### config.mk
export PLATFORM = sky130hd
export DESIGN_NAME = spi_motion_sensor_responder_flat
export DESIGN_NICKNAME = d
export VERILOG_FILES = /design/src/rtl/iot_sensor_pkg.sv /design/src/rtl/spi_motion_sensor_responder_if.sv /design/src/rtl/spi_slave.sv /design/src/rtl/spi_motion_sensor_responder.sv /design/src/flat_wrapper.sv
export SDC_FILE = /design/constraint.sdc
export NUM_CORES = 1
export LEC_CHECK = 0
export CORE_ASPECT_RATIO = 1.75
export CORE_UTILIZATION = 35
export CTS_BUF_LIST = sky130_fd_sc_hd__clkbuf_16
export DETAILED_ROUTE_END_ITERATION = 10
export PLACE_DENSITY_LB_ADDON = 0.05
export SYNTH_ARGS = -nofsm -noshare
export SYNTH_HDL_FRONTEND = slang
export SYNTH_SLANG_ARGS = --single-unit
### constraint.sdc
create_clock -name clk -period 4.1 [get_ports clk]
set_input_delay 0.82 -clock clk [delete_from_list [all_inputs] [get_ports clk]]
set_output_delay 0.82 -clock clk [all_outputs]
set_load 0.005 [all_outputs]
### src/rtl/iot_sensor_pkg.sv
// Shared definitions for the motion-sensor SPI link: register map, command
// layout, responder FSM states and the axis threshold helper.
package iot_sensor_pkg;

    localparam int FRAME_BITS = 16;
    localparam int READ_BIT   = 15;

    localparam logic [7:0] ADDR_DEVICE_ID = 8'h00;
    localparam logic [7:0] ADDR_X_AXIS    = 8'h32;
    localparam logic [7:0] ADDR_Y_AXIS    = 8'h34;

    typedef enum logic [1:0] {
        ST_IDLE,
        ST_SHIFT,
        ST_DECODE
    } spi_state_e;

    // A 17-bit magnitude lets -32768 become +32768, which exceeds any threshold.
    function automatic logic exceeds_thresh(input logic signed [15:0] sample,
                                            input logic signed [15:0] thresh);
        logic signed [16:0] mag;
        mag = sample[15] ? -17'(sample) : 17'(sample);
        return mag > 17'(thresh);
    endfunction

endpackage

### src/rtl/spi_motion_sensor_responder_if.sv
// SPI bus between a master and the motion-sensor responder.
interface spi_motion_sensor_responder_if;

    logic sclk;
    logic mosi;
    logic cs_n;
    logic miso;

    modport master (output sclk, mosi, cs_n, input miso);
    modport slave  (input sclk, mosi, cs_n, output miso);

endinterface

### src/rtl/spi_slave.sv
// Mode-0 SPI slave front end: input synchronizers, frame FSM, bit counter
// and the rx/tx shift registers. Reports each finished frame as good or bad.
module spi_slave
    import iot_sensor_pkg::*;
(
    input  logic        clk,
    input  logic        rst_n,
    input  logic        sclk,
    input  logic        mosi,
    input  logic        cs_n,
    input  logic [15:0] tx_word,
    output logic        miso,
    output logic        cmd_read,
    output logic [7:0]  cmd_addr,
    output logic        frame_good,
    output logic        frame_bad
);

    logic [2:0] sclk_sync;
    logic [1:0] mosi_sync;
    logic [2:0] cs_sync;

    always_ff @(posedge clk or negedge rst_n) begin
        if (!rst_n) begin
            sclk_sync <= '0;
            mosi_sync <= '0;
            // NOTE: the chip-select chain resets to "selected" so a frame still in
            // flight at reset release never looks like a fresh cs_n fall.
            cs_sync   <= '0;
        end else begin
            // NOTE: non-blocking assignments keep every stage sampling the
            // previous-cycle value, which is what makes this a shift chain.
            sclk_sync <= {sclk_sync[1:0], sclk};
            mosi_sync <= {mosi_sync[0], mosi};
            cs_sync   <= {cs_sync[1:0], cs_n};
        end
    end

    logic sclk_rise, sclk_fall, cs_fall, cs_rise;
    assign sclk_rise = sclk_sync[1] & ~sclk_sync[2];
    assign sclk_fall = ~sclk_sync[1] & sclk_sync[2];
    assign cs_fall   = cs_sync[2] & ~cs_sync[1];
    assign cs_rise   = ~cs_sync[2] & cs_sync[1];

    spi_state_e  state;
    logic [4:0]  bit_cnt;
    logic [15:0] rx_shift;
    logic [15:0] tx_shift;
    logic        fall_pending;

    always_ff @(posedge clk or negedge rst_n) begin
        if (!rst_n) begin
            state        <= ST_IDLE;
            bit_cnt      <= '0;
            rx_shift     <= '0;
            tx_shift     <= '0;
            fall_pending <= 1'b0;
            frame_good   <= 1'b0;
            frame_bad    <= 1'b0;
        end else begin
            frame_good <= 1'b0;
            frame_bad  <= 1'b0;
            case (state)
                ST_IDLE: begin
                    if (cs_fall || fall_pending) begin
                        state        <= ST_SHIFT;
                        bit_cnt      <= '0;
                        tx_shift     <= tx_word;
                        fall_pending <= 1'b0;
                    end
                end
                ST_SHIFT: begin
                    if (cs_rise) begin
                        state      <= ST_DECODE;
                        frame_good <= (bit_cnt == 5'(FRAME_BITS));
                        frame_bad  <= (bit_cnt != 5'(FRAME_BITS));
                    end else begin
                        if (sclk_rise) begin
                            rx_shift <= {rx_shift[14:0], mosi_sync[1]};
                            // Saturate so overlong frames stay distinguishable from 16.
                            if (bit_cnt != 5'd31) bit_cnt <= bit_cnt + 5'd1;
                        end
                        if (sclk_fall) tx_shift <= {tx_shift[14:0], 1'b0};
                    end
                end
                ST_DECODE: begin
                    state        <= ST_IDLE;
                    fall_pending <= cs_fall;
                end
                default: state <= ST_IDLE;
            endcase
        end
    end

    assign miso     = (state == ST_SHIFT) & tx_shift[15];
    assign cmd_read = rx_shift[READ_BIT];
    assign cmd_addr = rx_shift[7:0];

endmodule

### src/rtl/spi_motion_sensor_responder.sv
// Motion-sensor SPI responder: axis shadow registers, pipelined register
// reads, good-frame counter and a latched motion interrupt.
module spi_motion_sensor_responder
    import iot_sensor_pkg::*;
#(
    parameter logic signed [15:0] MOTION_THRESH = 16'sh0100,
    parameter logic [15:0]        DEVICE_ID     = 16'h00E5
) (
    input  logic                clk,
    input  logic                rst_n,
    spi_motion_sensor_responder_if.slave spi,
    input  logic signed [15:0]  x_axis_in,
    input  logic signed [15:0]  y_axis_in,
    input  logic                sample_valid,
    output logic                motion_int,
    output logic                frame_error,
    output logic [15:0]         frame_count
);

    logic [15:0] resp_reg;
    logic [15:0] x_shadow;
    logic [15:0] y_shadow;
    logic        cmd_read;
    logic [7:0]  cmd_addr;
    logic        frame_good;
    logic        frame_bad;
    logic        miso_int;

    spi_slave u_spi_slave (
        .clk        (clk),
        .rst_n      (rst_n),
        .sclk       (spi.sclk),
        .mosi       (spi.mosi),
        .cs_n       (spi.cs_n),
        .tx_word    (resp_reg),
        .miso       (miso_int),
        .cmd_read   (cmd_read),
        .cmd_addr   (cmd_addr),
        .frame_good (frame_good),
        .frame_bad  (frame_bad)
    );

    assign spi.miso    = miso_int;
    assign frame_error = frame_bad;

    logic [15:0] read_data;

    always_comb begin
        // NOTE: default first so every path assigns read_data and no latch is inferred.
        read_data = '0;
        if (cmd_read) begin
            case (cmd_addr)
                ADDR_DEVICE_ID: read_data = DEVICE_ID;
                ADDR_X_AXIS:    read_data = x_shadow;
                ADDR_Y_AXIS:    read_data = y_shadow;
                default:        read_data = '0;
            endcase
        end
    end

    logic motion_hit, motion_clear;
    assign motion_hit   = sample_valid &&
                          (exceeds_thresh(x_axis_in, MOTION_THRESH) ||
                           exceeds_thresh(y_axis_in, MOTION_THRESH));
    assign motion_clear = frame_good && cmd_read && (cmd_addr == ADDR_X_AXIS);

    always_ff @(posedge clk or negedge rst_n) begin
        if (!rst_n) begin
            x_shadow    <= '0;
            y_shadow    <= '0;
            motion_int  <= 1'b0;
            resp_reg    <= '0;
            frame_count <= '0;
        end else begin
            if (sample_valid) begin
                x_shadow <= x_axis_in;
                y_shadow <= y_axis_in;
            end
            // A new event outranks the acknowledge so no motion is ever lost.
            if (motion_hit)        motion_int <= 1'b1;
            else if (motion_clear) motion_int <= 1'b0;
            // The response only changes at frame end, so the tx shifter never tears.
            if (frame_good) begin
                resp_reg    <= read_data;
                frame_count <= frame_count + 16'd1;
            end
        end
    end

endmodule

### src/flat_wrapper.sv
// flat-port wrapper written by rule: the top's interface ports become plain ports
module spi_motion_sensor_responder_flat import iot_sensor_pkg::*;
#(
    parameter logic signed [15:0] MOTION_THRESH = 16'sh0100,
    parameter logic [15:0]        DEVICE_ID     = 16'h00E5
)
  (clk, rst_n, x_axis_in, y_axis_in, sample_valid, motion_int, frame_error, frame_count, spi_sclk, spi_mosi, spi_cs_n, spi_miso);
  spi_motion_sensor_responder_if spi_i ();
  input  logic clk;
  input  logic rst_n;
  input  logic signed [15:0] x_axis_in;
  input  logic signed [15:0] y_axis_in;
  input  logic sample_valid;
  output logic motion_int;
  output logic frame_error;
  output logic [15:0] frame_count;
  input wire logic [$bits(spi_i.sclk)-1:0] spi_sclk;
  input wire logic [$bits(spi_i.mosi)-1:0] spi_mosi;
  input wire logic [$bits(spi_i.cs_n)-1:0] spi_cs_n;
  output wire logic [$bits(spi_i.miso)-1:0] spi_miso;
  assign spi_i.sclk = spi_sclk;
  assign spi_i.mosi = spi_mosi;
  assign spi_i.cs_n = spi_cs_n;
  assign spi_miso = spi_i.miso;
  spi_motion_sensor_responder #(.MOTION_THRESH(MOTION_THRESH), .DEVICE_ID(DEVICE_ID)) u_core (.clk(clk), .rst_n(rst_n), .spi(spi_i), .x_axis_in(x_axis_in), .y_axis_in(y_axis_in), .sample_valid(sample_valid), .motion_int(motion_int), .frame_error(frame_error), .frame_count(frame_count));
endmodule
==> results by group <==
STA
  • Final Max Slew Viols: 0
  • Worst slew pin tran: 1053 ps
  • Fin Clk Skew: 8.251 ps
  • Endpoints failing hold: 0
  • Setup_tns: 0 ps
  • Fmax: 0.3361 GHz
  • Final Critical Period: 2975 ps
  • Final setup viols: 0
  • Slew headroom: 29.70%
  • RSZ-0062 raised after global routing: no
  • Period utilisation layout: 72.56%

Synth
  • Unique masters post-synth: 58
  • #FFs+latches synth: 115
  • Cell Area, Synth: 5431 um2
  • Area share of the largest cell type after synthesis: 52.98%
  • Warnings, synthesis: 0
  • Top FF cell, synth: dfrtp_1
  • Post-Synthesis Cells: 505
  • Sequential fraction of the synthesis area: 52.98%
  • Cell taking the most area after synthesis: dfrtp_1
  • Synth area leaders: dfrtp_1, mux2_2, nand2_1, nor2_1, o21ai_0
  • Syn Nets: 549
  • Fraction of registers with async set or reset after synthesis: 100.0%
  • Count of flip-flops with a built-in enable after synthesis: 0
  • Avg Inst Size Synth: 10.76 um2

Power and ir drop
  • Power per cell area: 467.2 nW/um2
  • Pint: 0.002378 W
  • P_leak: 2.860 nW
  • Clock network power share: 47.4%
  • Switching part of the total: 24.99%
  • Net Sw Power: 0.0007922 W
  • Flop pwr share: 40.0%
  • Total power draw: 0.003170 W
  • Worst VDD drop: 238.7 uV
  • Combinational Power Share: 12.5%

Place
  • Dpl cell area: 6185 um2
  • Routability cong.: 0.8208
  • Port Buffer Count: 56
  • DP HPWL: 8967 um
  • Placed cells: 728

GRT
  • GRT Overall Usage: 17.08%
  • Largest net degree at the start of global routing: 60
  • Initial antenna violation count: 0
  • Global-route wire length before repair: 20820 um
  • Number of global-route vias before repair: 4182
  • Grt ovf: 0

Critical path
  • Reg2reg setup slack: 1450 ps
  • Worst setup EP type: flop
  • Critical path's slowest cell: clkdlybuf4s50_1
  • Worst Path Max Fanout: 5
  • Crit start category: input pin
  • Worst reg-to-reg path cell count: 7
  • Worst setup path class: in -> reg
  • Worst Path Buf+Inv: 3
  • Worst setup endpoint: u_core.motion_int
  • R2r endpoint: u_core.motion_int
  • Arrival time at the worst endpoint: 3250 ps
  • Crit-path leading delay family: simple AND/OR/NAND/NOR gates
  • CP Depth: 11
  • Worst setup path start: x_axis_in[0]
  • Critical path, cell by cell: clkdlybuf4s50_1 > inv_1 > ha_1 > nor3b_1 > buf_4 > and3_1 > a311o_1 > nor4_2 > nand3_1 > nor3_1 > a31oi_1
  • Reg2reg start: u_core.u_spi_slave.rx_shift[7]
  • CP max stage delay: 580 ps
  • Worst Path Required: 4380 ps

Hold path
  • Hold Path Class: reg -> reg

Layout
  • Register area: 2878 um2
  • Filler cells: 1430
  • Ant diodes: 0
  • Util after Layout: 45.28%
  • Design Area, Final: 6785 um2
  • Multi-input logic area: 2347 um2
  • Share of layout cells above drive strength 1: 16.64%
  • Most frequent cells in the layout: dfrtp_1, clkdlybuf4s50_1, mux2_2
  • Area growth from synthesis to final layout: 24.93%
  • Nets: 608
  • Most common cell after layout, fill and taps aside: dfrtp_1
  • Final Instance Count excl. Fillers: 760

Floorplanning
  • IO Pins: 57
  • DIE AREA: 16040 um2
  • Num rows: 59
  • Core area: 14990 um2
  • Die W: 96.17 um
  • Die H: 166.8 um
  • Starting Density: 36.24%

Route
  • Wire length per cell: 16.26 um
  • Post-Route WL: 12350 um
  • DR pass1 iterations: 4
  • Vias per cell: 5.278
  • Via Count: 4011
  • DRC Markers: 0
  • First DRT Iteration DRCs: 110
  • Antenna viol nets, final: 0

CTS
  • Clk root buf: clkbuf_16
  • CTS Buf Count: 17
  • Clock Path Buffers: 2
  • Resize count post-CTS: 0
  • H-Tree Depth: 4
  • CTS Hold Bufs: 0
  • Sink Count: 115
  • Worst-path clk slew: 50 ps
  • Setup bufs post-CTS: 0
  • CTS tree: built
  • Worst-skew pair later-pin latency: 400 ps

Outcome
  • Run status: completed

Job
  • Max cap viols: 0
worst register-to-register path, delay by kind of cell (launching register included):
family / cells / cell delay [ps]
flops: 1 / 410
compound gates: 2 / 370
simple gates: 5 / 1730
worst min-delay path by stage:
stage,from,end,slack [ps],cells after the start
global route,u_core.u_spi_slave.sclk_sync[0],u_core.u_spi_slave.sclk_sync[1],350,0
floorplan,u_core.u_spi_slave.cs_sync[0],u_core.u_spi_slave.cs_sync[1],330,0
CTS,u_core.u_spi_slave.cs_sync[0],u_core.u_spi_slave.cs_sync[1],350,0
detailed placement,u_core.u_spi_slave.cs_sync[0],u_core.u_spi_slave.cs_sync[1],340,0
finish,u_core.u_spi_slave.sclk_sync[0],u_core.u_spi_slave.sclk_sync[1],350,0
global placement,u_core.u_spi_slave.cs_sync[0],u_core.u_spi_slave.cs_sync[1],330,0
routing by layer:
| metal | wire length, um | up-vias | track usage, % |
|---|---|---|---|
| met5 | 0 | - | 0 |
| met3 | 351 | 17 | 3.927 |
| met1 | 5057 | 1990 | 18.97 |
| met4 | 264 | 0 | 6.944 |
| met2 | 6681 | 69 | 30.37 |
| li1 | - | 1935 | - |
final cells by class:
type	instances	share of cell area, %
Clock buffer	17	6.270
Clock inverter	15	2.582
Inverter	30	1.660
Multi-Input combinational cell	336	34.59
Sequential cell	115	42.41
Tap cell	183	3.375
Timing Repair Buffer	64	9.109
Yosys cell counts (3+ instances only):
library cell	instances
nor3_1	9
a211oi_1	3
xor2_1	7
xnor2_1	14
clkbuf_1	20
nand4_1	7
o22ai_1	17
nor4_1	4
nand2b_1	3
a221oi_1	5
and3_1	9
mux2_2	49
nand2_1	41
nor2_1	40
a31oi_1	5
o31ai_1	3
nor2b_1	3
inv_1	30
a21oi_1	22
dfrtp_1	115
nor4_2	4
o21ai_0	26
ha_1	6
a22oi_1	12
nand3_1	8
power groups by stage:
stage / Sequential, W / Combinational, W / Clock [W]
2_1_floorplan: 0.00127 / 0.000257 / 0
3_3_place_gp: 0.00129 / 0.000405 / 0
3_5_place_dp: 0.00129 / 0.000407 / 0
4_1_cts: 0.00127 / 0.000409 / 0.00154
5_1_grt: 0.00128 / 0.000447 / 0.00159
6_report: 0.00127 / 0.000397 / 0.00150
through the flow:
step / setup slack (ps) / hold slack (ps)
4_1_cts: 1130 / 349.2
2_1_floorplan: 1594 / 331.2
6_report: 1125 / 347.5
5_1_grt: 950.5 / 351.1
3_3_place_gp: 735.2 / 332.4
3_5_place_dp: 714.1 / 336.4
cell families after synthesis:
family | synth area share [%]
compound gates | 13.87
flops | 52.98
simple gates | 14.19
mux | 10.34
xor+xnor | 3.386
buf+inv | 3.847
fa+ha+maj | 1.382
No activity file was read; power rests on OpenSTA's default activity.
